--- config.mk ---
export PLATFORM = sky130hd
export DESIGN_NAME = fetch_stage
export DESIGN_NICKNAME = d
export VERILOG_FILES = /design/src/rtl/fetch_stage.sv
export SDC_FILE = /design/constraint.sdc
export NUM_CORES = 1
export LEC_CHECK = 0
export BUFFER_PORTS_ARGS = -buffer_cell sky130_fd_sc_hd__buf_2
export CAP_MARGIN = 20
export CORE_MARGIN = 8
export CORE_UTILIZATION = 45
export DETAILED_ROUTE_END_ITERATION = 10
export GPL_ROUTABILITY_DRIVEN = 0
export PLACE_DENSITY = 0.73
export SETUP_SLACK_MARGIN = 0.5
export SLEW_MARGIN = 10
export SYNTH_ARGS = -nofsm -noshare
export SYNTH_HDL_FRONTEND = slang
export SYNTH_SLANG_ARGS = --single-unit
--- constraint.sdc ---
create_clock -name clk -period 5.8 [get_ports clk]
set_input_delay 0.58 -clock clk [delete_from_list [all_inputs] [get_ports clk]]
set_output_delay 0.58 -clock clk [all_outputs]
set_load 0.03 [all_outputs]
--- src/rtl/fetch_stage.sv ---
`default_nettype none
// ============================================================================
//  Module      : fetch_stage
//  Description : Instruction fetch stage. Issues in-order memory requests from
//                a local pc under a credit scheme (in-flight requests plus
//                buffered instructions never exceed DEPTH), buffers responses
//                with their issuing pc and hands them to decode. A redirect
//                flushes the buffer and drops responses that are still in flight.
//                Optional feature macro: FETCH_MISALIGN_CHECK_EN (sticky trap on
//                misaligned redirect targets instead of silently aligning them).
//  Revision    : 1.0 - initial release
// ============================================================================
module fetch_stage #(
    parameter logic [31:0] RESET_PC = 32'h0000_0000,
    parameter int          DEPTH    = 2
) (
    input  logic        clk,
    input  logic        reset,
    input  logic        branch_address_enable,
    input  logic [31:0] branch_address,
    output logic        imem_req_valid,
    input  logic        imem_req_ready,
    output logic [31:0] imem_addr,
    input  logic        imem_resp_valid,
    input  logic [31:0] imem_resp_data,
    input  logic        in_decode_stall,
    output logic        out_instruction_valid,
    output logic [31:0] out_instruction,
    output logic [31:0] out_program_counter,
    output logic [31:0] out_next_program_counter,
    output logic        fetch_misaligned
);

    // Counter width must hold the value DEPTH itself; pointer width indexes DEPTH entries.
    localparam int CNTW = $clog2(DEPTH + 1);
    localparam int PTRW = (DEPTH > 1) ? $clog2(DEPTH) : 1;
    localparam logic [CNTW:0]   c_CREDITS  = (CNTW + 1)'(DEPTH);
    localparam logic [PTRW-1:0] c_LAST_PTR = PTRW'(DEPTH - 1);

    logic [31:0]     r_pc;
    logic [CNTW-1:0] r_inflight;
    logic [CNTW-1:0] r_occ;
    logic [CNTW-1:0] r_drop;
    logic [PTRW-1:0] r_head;
    logic [PTRW-1:0] r_tail;
    logic [31:0]     r_buf_instr [DEPTH];
    logic [31:0]     r_buf_pc    [DEPTH];
    // Issuing pc of each in-flight request, kept in request order.
    logic [31:0]     r_req_pc    [DEPTH];
    logic [PTRW-1:0] r_req_head;
    logic [PTRW-1:0] r_req_tail;

    logic            w_credit_ok;
    logic            w_accept;
    logic            w_stale;
    logic            w_push;
    logic            w_pop;
    logic            w_misaligned;
    logic [31:0]     w_redirect_pc;

    function automatic logic [PTRW-1:0] ptr_next(input logic [PTRW-1:0] p);
        return (p == c_LAST_PTR) ? '0 : p + PTRW'(1);
    endfunction

`ifdef FETCH_MISALIGN_CHECK_EN
    logic r_misaligned;

    // Sticky trap: a misaligned redirect target halts fetch until reset.
    always_ff @(posedge clk) begin
        if (reset) begin
            r_misaligned <= 1'b0;
        end else if (branch_address_enable && (branch_address[1:0] != 2'b00)) begin
            r_misaligned <= 1'b1;
        end
    end

    assign w_redirect_pc = branch_address;
    assign w_misaligned  = r_misaligned;
`else
    logic w_unused_low_bits;

    assign w_unused_low_bits = ^branch_address[1:0];
    assign w_redirect_pc     = {branch_address[31:2], 2'b00};
    assign w_misaligned      = 1'b0;
`endif

    // Request, response and hand-off qualifiers.
    always_comb begin
        w_credit_ok           = ({1'b0, r_inflight} + {1'b0, r_occ}) < c_CREDITS;
        imem_req_valid        = !reset && w_credit_ok && !branch_address_enable && !w_misaligned;
        w_accept              = imem_req_valid && imem_req_ready;
        w_stale               = branch_address_enable || (r_drop != '0);
        w_push                = imem_resp_valid && !w_stale;
        out_instruction_valid = (r_occ != '0) && !branch_address_enable;
        w_pop                 = out_instruction_valid && !in_decode_stall;
    end

    assign imem_addr                = r_pc;
    assign out_instruction          = r_buf_instr[r_head];
    assign out_program_counter      = r_buf_pc[r_head];
    assign out_next_program_counter = r_buf_pc[r_head] + 32'd4;
    assign fetch_misaligned         = w_misaligned;

    // Control state: pc, credit counters, drop counter and buffer pointers.
    always_ff @(posedge clk) begin
        if (reset) begin
            r_pc       <= RESET_PC;
            r_inflight <= '0;
            r_occ      <= '0;
            r_drop     <= '0;
            r_head     <= '0;
            r_tail     <= '0;
            r_req_head <= '0;
            r_req_tail <= '0;
        end else begin
            // Every response retires a request, whether it is kept or dropped.
            r_inflight <= r_inflight + CNTW'(w_accept) - CNTW'(imem_resp_valid);
            if (w_accept) begin
                r_req_tail <= ptr_next(r_req_tail);
            end
            if (imem_resp_valid) begin
                r_req_head <= ptr_next(r_req_head);
            end
            if (branch_address_enable) begin
                // No request is issued in a redirect cycle, so only a response can retire here.
                r_pc   <= w_redirect_pc;
                r_occ  <= '0;
                r_head <= '0;
                r_tail <= '0;
                r_drop <= r_inflight - CNTW'(imem_resp_valid);
            end else begin
                if (w_accept) begin
                    r_pc <= r_pc + 32'd4;
                end
                if (imem_resp_valid && (r_drop != '0)) begin
                    r_drop <= r_drop - CNTW'(1);
                end
                if (w_push) begin
                    r_tail <= ptr_next(r_tail);
                end
                if (w_pop) begin
                    r_head <= ptr_next(r_head);
                end
                r_occ <= r_occ + CNTW'(w_push) - CNTW'(w_pop);
            end
        end
    end

    // Storage: record each issuing pc, then pair it with its instruction word.
    always_ff @(posedge clk) begin
        if (reset) begin
            for (int i = 0; i < DEPTH; i++) begin
                r_buf_instr[i] <= '0;
                r_buf_pc[i]    <= '0;
                r_req_pc[i]    <= '0;
            end
        end else begin
            if (w_accept) begin
                r_req_pc[r_req_tail] <= r_pc;
            end
            if (w_push) begin
                r_buf_instr[r_tail] <= imem_resp_data;
                r_buf_pc[r_tail]    <= r_req_pc[r_req_head];
            end
        end
    end

endmodule
`default_nettype wire

==> flow_summary_export.csv <==
group,metric,value,unit
detailed_routing,drc_errors,0,
synth,yosys_warnings,0,
final_layout,final_cell_mix,"buf_2 (191), edfxtp_1 (184), nor2_1 (97)",
timing,grt_setup_unrepaired,"false",
power,cellLeakagePower,5.25,nW
timing,slew_headroom,37.0,%
clock_network,cts.clk_slew.worst_paths,0.06,ns
detailed_routing,wl_per_cell,17.9,um
placed_design,dpl.hpwl,17500,um
clock_network,hold_buffers,0,
synth,synthFlopType,"edfxtp_1",
global_route,grt_pass1_wl,40800,um
global_route,grt_start_max_net_pins,63,
final_layout,fin_nets,1177,
detailed_routing,drt-total-wl,25700,um
global_route,grt_pass1_vias,7444,
timing,worst_pin_slew,0.945,ns
floorplanning,die_h,172,um
clock_network,cts_made_buffers,23,
status,status,"complete, no violations",
synth,syn-instance-count,924,
critical_path,regToRegSetupSlack,2.14,ns
floorplanning,ios,201,
final_layout,area_delta_synth_final,18.1,%
critical_path,reg2reg_depth,8,
detailed_routing,drt-pass1-iter-count,7,
final_layout,fillers,2097,
floorplanning,die_w,172,um
worst_hold_path,hold_path.class,"primary input to flop",
synth,ys_seq_elements,226,
clock_network,clk_latency,0.51,ns
final_layout,layout_commonest_cell,"buf_2",
worst_hold_path,hold_depth,3,
final_layout,regArea,0.00637,mm^2
critical_path,crit_required,5.22,ns
clock_network,clock_path_buffers,3,
power,total_power,3.84,mW
critical_path,start_kind,"flop",
global_route,grt_antenna_before_repair,1,
synth,yosysUniqueCellTypes,59,
power,max-vdd-ir-drop,0.172,mV
critical_path,arrival,3.35,ns
final_layout,multi_input_area,0.00420,mm^2
floorplanning,core_area,0.0240,mm^2
timing,skew,0.0246,ns
worst_hold_path,min_to,"imem_addr[25]",
critical_path,path_class,"flop to output pin",
placed_design,pre_cts_ws,2.15,ns
timing,slew_violations,0,
synth,syn-cell-area,0.0109,mm^2
timing,period_minus_slack,3.93,ns
timing,clock.fmax,255,MHz
job,maxCapViolations,0,
synth,syn_avg_cell_area,11.8,um^2
timing,post-route-period-util,67.7,%
critical_path,endpoint_kind,"output pin",
detailed_routing,ant_nets,0,
floorplanning,dieArea,0.0295,mm^2
critical_path,r2r-start,"r_inflight[0]",
clock_network,cts.root.buffer_cell,"clkbuf_16",
timing,layout_setup_ws,1.87,ns
synth,async_flop_share,0,%
timing,final_hold_viol_count,0,
clock_network,cts_num_sinks,226,
timing,setup_tns,0,ns
final_layout,final_layout_size_suffix_gt1_share,28.0,%
global_route,track_usage,17.3,%
detailed_routing,via_per_inst,5.24,
floorplanning,fp-row-count,57,
power,p_per_area,298,mW/mm^2
floorplanning,start_util,45.3,%
worst_hold_path,hp-start,"branch_address[25]",
clock_network,h-tree-depth,1,
global_route,grt_overflow,0,
critical_path,r2r_end,"r_req_pc[0][2]",
critical_path,worstPathMaxFanout,57,
detailed_routing,num_vias,7547,
clock_network,postCtsSetupBuffers,0,
placed_design,io_buffers,191,
synth,synth_edf_count,184,
clock_network,cts_tree,"yes",
clock_network,ctsResizeCount,0,
synth,ys_seq_area_share,58.4,%
timing,setup_violations,0,
detailed_routing,dr.first_iter.drc_count,466,
==> registers in the layout, summed over array words and instances (netlist names), named ones only <==
name         count
imem_addr       30
r_buf_instr     64
r_buf_pc        60
r_drop           2
r_head           1
r_inflight       2
r_occ            2
r_req_head       1
r_req_pc        60
r_req_tail       1
r_tail           1
==> metal layers <==
metal / share of wire, % / vias to the layer above / GRT usage, %
li1: - / 3693 / -
met1: 45 / 3596 / 24.2
met2: 47 / 233 / 27.7
met3: 6.7 / 25 / 3.08
met4: 1.3 / 0 / 4.05
met5: 0 / - / 0
==> cells in the mapped netlist (8+ instances only) <==
| library cell | n | share of area [%] |
|---|---|---|
| buf_2 | 11 | 0.51 |
| a31oi_1 | 8 | 0.46 |
| inv_1 | 22 | 0.76 |
| dfxtp_1 | 42 | 7.7 |
| nor2_1 | 98 | 3.4 |
| nor3_1 | 15 | 0.69 |
| xnor2_1 | 26 | 2.1 |
| nand4_1 | 21 | 1.2 |
| nand2_1 | 48 | 1.7 |
| and2_1 | 94 | 5.4 |
| clkbuf_1 | 33 | 1.1 |
| a22oi_1 | 8 | 0.55 |
| nand3_1 | 25 | 1.1 |
| mux2_2 | 58 | 6.0 |
| a21oi_1 | 18 | 0.83 |
| o21ai_0 | 14 | 0.64 |
| buf_1 | 11 | 0.38 |
| ha_1 | 8 | 0.92 |
| mux2i_1 | 36 | 3.3 |
| edfxtp_1 | 184 | 51 |
| and3_1 | 36 | 2.1 |
| xor2_1 | 12 | 0.96 |
==> final cells by class <==
cell class	instances	area share [%]
tap	324	3.15
sequential	226	49.5
multi-input combinational	618	32.6
clock buffer	29	4.65
clock inverter	13	0.933
antenna	1	0.0194
inverter	22	0.642
timing repair buffer	207	8.48
==> worst max-delay path, stage by stage, from the launching register on <==
cell,delay [ns]
dfxtp_4,0.77
nand4_1,0.23
a211oi_2,0.66
nand3_2,0.32
nor4_1,0.43
xor2_1,0.18
buf_2,0.21
==> per-stage QoR <==
step	instance area, um^2	instances	utilization (%)	hold slack, ns
detailed placement	12100	1396	50.5	0.490
finish	12900	1440	53.6	0.278
global route	12900	1440	53.6	0.283
floorplan	10900	930	-	0.461
global placement	12100	1395	50.4	0.470
CTS	12900	1438	53.5	0.258
==> where the power goes <==
part	leakage (nW)	switching (mW)	internal [mW]
registers	2.26	0.0625	1.85
clock network	0.341	0.603	0.821
logic	2.65	0.344	0.160
==> cell families after synthesis <==
family          count (synthesis)  synth area share, %
compound gates                 82                 5.06
xor+xnor                       38                 3.05
fa+ha+maj                       9                 1.10
buf+inv                        86                 3.47
flops                         226                 58.4
mux                            94                 9.30
other cells                     1               0.0344
simple gates                  388                 19.6
==> how the worst max path moves through the flow <==
| stage | start | endpoint | slack [ns] | cells after the start |
|---|---|---|---|---|
| 6_report | flop | out_next_program_counter[30] | 1.87 | 6 |
| 3_3_place_gp | r_inflight[0] | r_req_pc[0][27] | 2.21 | 8 |
| 3_5_place_dp | r_inflight[0] | r_req_pc[0][24] | 2.15 | 8 |
| 5_1_grt | flop | out_next_program_counter[22] | 1.58 | 9 |
| 4_1_cts | flop | out_next_program_counter[30] | 1.83 | 9 |
| 2_1_floorplan | branch_address_enable | r_buf_instr[0][0] | 1.42 | 3 |
Power figures use the tool's default switching activity.
